[src/rtl/cla_pkg.sv]
// Shared constants and types for the 8-bit carry-lookahead adder/subtractor.
package cla_pkg;
  localparam int CLA_W    = 8;
  localparam int CLA_GRP  = 4;
  localparam int CLA_NGRP = CLA_W / CLA_GRP;
  typedef logic [CLA_W-1:0] word_t;
endpackage

[src/rtl/cla_addsub_8bit_if.sv]
// Operand/result bundle for cla_addsub_8bit; slave is the arithmetic unit side.
interface cla_addsub_8bit_if;
  import cla_pkg::*;
  word_t A;
  word_t B;
  logic  Add_ctrl;
  word_t SUM;
  logic  C_out;
  logic  v;

  modport master (output A, B, Add_ctrl, input SUM, C_out, v);
  modport slave  (input A, B, Add_ctrl, output SUM, C_out, v);
endinterface

[src/rtl/cla_4bit.sv]
// 4-bit carry-lookahead slice: fully expanded internal carries plus group generate/propagate.
module cla_4bit (
  input  logic [3:0] a,
  input  logic [3:0] b,
  input  logic       cin,
  output logic [3:0] s,
  output logic       c3,
  output logic       cout,
  output logic       gg,
  output logic       gp
);
  logic [3:0] g, p;
  logic       c1, c2;

  assign g = a & b;
  assign p = a ^ b;

  // Each carry is a flat sum-of-products of g/p/cin, so no carry ripples through c1/c2.
  assign c1 = g[0] | (p[0] & cin);
  assign c2 = g[1] | (p[1] & g[0]) | (p[1] & p[0] & cin);
  assign c3 = g[2] | (p[2] & g[1]) | (p[2] & p[1] & g[0]) | (p[2] & p[1] & p[0] & cin);

  assign gg = g[3] | (p[3] & g[2]) | (p[3] & p[2] & g[1]) | (p[3] & p[2] & p[1] & g[0]);
  assign gp = &p;
  assign cout = gg | (gp & cin);

  assign s = p ^ {c3, c2, c1, cin};
endmodule

[src/rtl/cla_addsub_8bit.sv]
// Registered 8-bit two's-complement add/subtract built from two 4-bit lookahead slices.
module cla_addsub_8bit
  import cla_pkg::*;
(
  input  logic                 clk,
  input  logic                 rst_n,
  cla_addsub_8bit_if.slave     bus
);
  word_t               bx;
  logic                c0, c4, c8;
  logic [CLA_NGRP-1:0] gg, gp, grp_cin, grp_cout, grp_c3;
  word_t               sum_d, sum_q;
  logic                cout_d, cout_q, v_d, v_q;

  // Subtract is A + ~B + 1: invert B and inject the +1 as carry-in.
  assign bx = bus.Add_ctrl ? bus.B : ~bus.B;
  assign c0 = ~bus.Add_ctrl;

  assign c4 = gg[0] | (gp[0] & c0);
  assign c8 = gg[1] | (gp[1] & gg[0]) | (gp[1] & gp[0] & c0);
  assign grp_cin = {c4, c0};

  for (genvar gi = 0; gi < CLA_NGRP; gi++) begin : g_grp
    cla_4bit u_grp (
      .a    (bus.A[gi*CLA_GRP +: CLA_GRP]),
      .b    (bx[gi*CLA_GRP +: CLA_GRP]),
      .cin  (grp_cin[gi]),
      .s    (sum_d[gi*CLA_GRP +: CLA_GRP]),
      .c3   (grp_c3[gi]),
      .cout (grp_cout[gi]),
      .gg   (gg[gi]),
      .gp   (gp[gi])
    );
  end

  // Slice carry-outs duplicate c4/c8 from the group lookahead; only the top c3 feeds overflow.
  logic unused_grp;
  assign unused_grp = ^{grp_cout, grp_c3[0]};

  assign cout_d = c8;
  assign v_d    = c8 ^ grp_c3[CLA_NGRP-1];

  always_ff @(posedge clk or negedge rst_n) begin
    if (!rst_n) begin
      sum_q  <= '0;
      cout_q <= 1'b0;
      v_q    <= 1'b0;
    end else begin
      sum_q  <= sum_d;
      cout_q <= cout_d;
      v_q    <= v_d;
    end
  end

  assign bus.SUM   = sum_q;
  assign bus.C_out = cout_q;
  assign bus.v     = v_q;
endmodule

[src/flat_wrapper.sv]
// flat-port wrapper written by rule: the top's interface ports become plain ports
module cla_addsub_8bit_flat import cla_pkg::*;
  (clk, rst_n, bus_A, bus_B, bus_Add_ctrl, bus_SUM, bus_C_out, bus_v);
  cla_addsub_8bit_if bus_i ();
  input  logic clk;
  input  logic rst_n;
  input wire logic [$bits(bus_i.A)-1:0] bus_A;
  input wire logic [$bits(bus_i.B)-1:0] bus_B;
  input wire logic [$bits(bus_i.Add_ctrl)-1:0] bus_Add_ctrl;
  output wire logic [$bits(bus_i.SUM)-1:0] bus_SUM;
  output wire logic [$bits(bus_i.C_out)-1:0] bus_C_out;
  output wire logic [$bits(bus_i.v)-1:0] bus_v;
  assign bus_i.A = bus_A;
  assign bus_i.B = bus_B;
  assign bus_i.Add_ctrl = bus_Add_ctrl;
  assign bus_SUM = bus_i.SUM;
  assign bus_C_out = bus_i.C_out;
  assign bus_v = bus_i.v;
  cla_addsub_8bit u_core (.clk(clk), .rst_n(rst_n), .bus(bus_i));
endmodule
[config.mk]
export PLATFORM = sky130hd
export DESIGN_NAME = cla_addsub_8bit_flat
export DESIGN_NICKNAME = d
export VERILOG_FILES = /design/src/rtl/cla_pkg.sv /design/src/rtl/cla_addsub_8bit_if.sv /design/src/rtl/cla_4bit.sv /design/src/rtl/cla_addsub_8bit.sv /design/src/flat_wrapper.sv
export SDC_FILE = /design/constraint.sdc
export NUM_CORES = 1
export LEC_CHECK = 0
export ABC_AREA = 1
export CAP_MARGIN = 5
export CORE_MARGIN = 8
export CORE_UTILIZATION = 45
export CTS_BUF_LIST = sky130_fd_sc_hd__clkbuf_8 sky130_fd_sc_hd__clkbuf_16
export DETAILED_ROUTE_END_ITERATION = 16
export HOLD_SLACK_MARGIN = 0.03
export PLACE_DENSITY = 0.94
export SKIP_LAST_GASP = 1
export SYNTH_ARGS = -nofsm -noshare
export SYNTH_HDL_FRONTEND = slang
export SYNTH_SLANG_ARGS = --single-unit
[constraint.sdc]
create_clock -name clk -period 0.89 [get_ports clk]
set_input_delay 0.089 -clock clk [delete_from_list [all_inputs] [get_ports clk]]
set_output_delay 0.089 -clock clk [all_outputs]
set_load 0.02 [all_outputs]
==> metrics list <==
- In the final layout, the share of cells above drive strength 1 is 0.590.
- Headroom to the max-slew limit came out at 0.718.
- For this design, the CTS-stage hold fixing added 0 buffers.
- Power density cells: 1770 nW/µm²
* Proportion of synthesized chip area in sequential cells: 0.347
- Count of warnings emitted by yosys: 0
* Worst Slack Setup Final: -0.565 ns
* Input/output buffers: 28
- The floorplan step defined a die boundary enclosing 3140 µm².
* Total instance count after detailed placement: 142
- Switching component of the power: 1010 µW
- Portion of synthesized cell area occupied by the leading cell type: 0.347
* Clock sink total: 10
* Total wire length: 3460 µm
- Clock buffer count from CTS: 3
- Detailed placement HPWL: 1550 µm
* Number of nets produced by synthesis: 114
- The number of max-slew violations in the final report is 0.
- For this run, the number of standard cells in the final layout without fillers is 150.
- The area growth from synthesis to layout is 97.4%.
* Number of distinct library cells after synthesis: 18
* Total overflow reported by the global router: 0
- In this run the worst hold path is classified as in -> async.
- Final layout net count: 164
- Unrepaired setup endpoints after global routing: yes
- The tool flagged a number of max-cap violations equal to 0.
- The via count of the first global-routing pass came to 836.
* Routed WL per cell: 23.1 µm
- Data arrival time of the critical path: 1.59 ns
- Internal power comes to 1510 µW.
* Post-layout min period: 1.46 ns
- Final routed DRC violation total: 0
- Peak fanout along the critical path: 3
- For this design the static power due to leakage is 0.000683 µW.
* Clock tree from TritonCTS: yes
- Maximum vdd ir drop: 1.08 mV
* Slowest cell on crit path: sky130_fd_sc_hd__fa_2
- Of the available clock period, the critical path in the final layout requires 1.64.
* Routed vias: 834
- Pre-CTS setup slack: -1.29 ns
* Violations in the final reports: setup timing
- Number of iterations in the first detailed-routing pass: 4
- Number of synthesized register bits: 10
* Placed standard-cell area: 1120 µm²
- The count of nets left with antenna violations once routing finished came out at 0.
* Library cell appearing most often on the critical path: sky130_fd_sc_hd__inv_2
- Worst Tran Pin Value: 0.422 ns
* Number of antenna diodes: 0
- Of the total power, registers draw 0.242.
* Highest Clock Rate: 0.687 GHz
- Entering global routing, the biggest net connects 11 pins.
* Library cell with the largest summed area after synthesis: sky130_fd_sc_hd__dfrtp_1
* Number of hold violations in the final report: 0
- CTS root buffer: sky130_fd_sc_hd__clkbuf_8
- At the end of routability-driven placement, the weighted congestion stood at 0.804.
* Worst setup SP type: input pin
* Switch share: 0.400
- Cells after synthesis: 86
- Slowest stage delay, CP: 0.52 ns
- Status: complete, but fails checks
* Critical Path RT: 1.03 ns
* Crit-path cells: buf_2, xnor2_4, ha_4, nand2_2, inv_2, nand3_2, nand2_2, inv_2, fa_2, inv_2
- Starting density of the core: 0.479
- Setup total negative slack on the finished layout was measured at -3.30 ns.
- Tracing the worst setup path back leads to its startpoint at bus_B[3].
* Width of the chip: 56.1 µm
- By area the synthesized netlist is led by sky130_fd_sc_hd__dfrtp_1, sky130_fd_sc_hd__ha_1, sky130_fd_sc_hd__xnor2_1.
- Die height: 56.1 µm
- Combined global-route utilization of all metal layers: 0.150
- Setup violations remaining at the end of the flow were counted as 8.
- In this run the mean area of a mapped cell was 8.39 µm².
- CTS built an H-tree with a depth of 1.
- For this block, the initial DRC count from the detailed router was 43.
- Hold_ws: 0.152 ns
- The first global-routing pass estimated 3780 µm of wire.
- After clock tree synthesis, the clock-pin slew on the worst setup and hold paths is 0.05 ns.
- In this run the standard cell core region covers 1510 µm².
- The share of total power dissipated in combinational logic is 0.572.
- After floorplanning, the core was divided into 14 placement rows.
* Nature of the critical path endpoint: flop
- Of the total power, the clock network draws 0.186.
* Average via count per standard cell: 5.56
* Post-synth design cell area: 722 µm²
- I/O Pins: 29
* Number of buffers on the longest clock path: 2
- Setup CP Type: in -> reg
- The number of antenna violations at the first check in global routing came to 0.
- Area of all placed cells without fillers: 1430 µm²
[cells by family after synthesis]
logic type	after synthesis	share of synthesized area
simple gates	33	0.198
compound gates	9	0.0710
flops	10	0.347
xor+xnor	12	0.146
fa+ha+maj	9	0.166
buf+inv	13	0.0728
[per-stage QoR]
stage / power, µW / utilization
detailed placement: 1690 / 0.743
global route: 2610 / 0.946
CTS: 2130 / 0.800
finish: 2520 / 0.946
floorplan: 1160 / -
global placement: 1640 / 0.743
[power groups by stage]
stage / combinational [µW] / sequential, µW / clock [µW]
finish: 1440 / 608 / 468
global route: 1510 / 615 / 483
detailed placement: 1070 / 613 / 0
global placement: 1030 / 607 / 0
CTS: 1080 / 603 / 447
floorplan: 384 / 774 / 0
[routing by layer]
metal,part of all wire,global-route usage
met1,0.38,0.140
met2,0.51,0.274
met3,0.062,0.0525
met4,0.048,0.0790
met5,0,0
[timing repair]
item	4_1_cts	5_1_grt
gates resized for setup	96	38
endpoints found under the setup margin	20	8
pin swaps	29	17
setup buffers	3	5
endpoints found under the hold margin	0	0
[area by class of cell]
type,instances,area (µm²)
multi-input combinational,63,694
fill,43,81.3
sequential,10,250
tap,16,20.0
timing repair buffer,46,374
clock buffer,3,41.3
inverter,12,45.0
[worst paths after layout]
path                                      to  slack [ns]  cells past startpoint
setup / recovery           u_core.bus.SUM[4]       -0.57                     10
max in group asynchronous       u_core.bus.v        0.44                      1
hold / removal             u_core.bus.SUM[3]        0.15                      1
min in group clk           u_core.bus.SUM[1]        0.27                      4
[critical path: cells and delay by family]
kind	cells	cell delay, ns
xor+xnor	1	0.15
fa+ha+maj	2	0.82
buf+inv	4	0.29
simple gates	3	0.24
[Yosys cell counts (all sizes together)]
| master | instances |
|---|---|
| buf | 1 |
| or2 | 1 |
| nand2 | 20 |
| o21bai | 1 |
| inv | 12 |
| a21oi | 6 |
| xor2 | 2 |
| nand3 | 3 |
| nor2 | 9 |
| xnor2 | 10 |
| o21ai | 2 |
| dfrtp | 10 |
| ha | 8 |
| fa | 1 |
[registers in the layout, summed over array words and instances (netlist names)]
name and count:
u_core.bus.v 1, u_core.bus.C_out 1, u_core.bus.SUM 8
[cell usage in the layout, fill, tap and decap left out, drive strengths merged, types with 3 or more instances in the layout]
cell	netlist	routed
inv	12	12
nand2	20	20
xnor2	10	10
dlygate4sd2	0	6
clkdlybuf4s50	0	4
ha	8	8
nand3	3	3
nor2	9	9
clkbuf	0	3
dfrtp	10	10
a21oi	6	6
buf	1	33
Power figures use the tool's default switching activity.
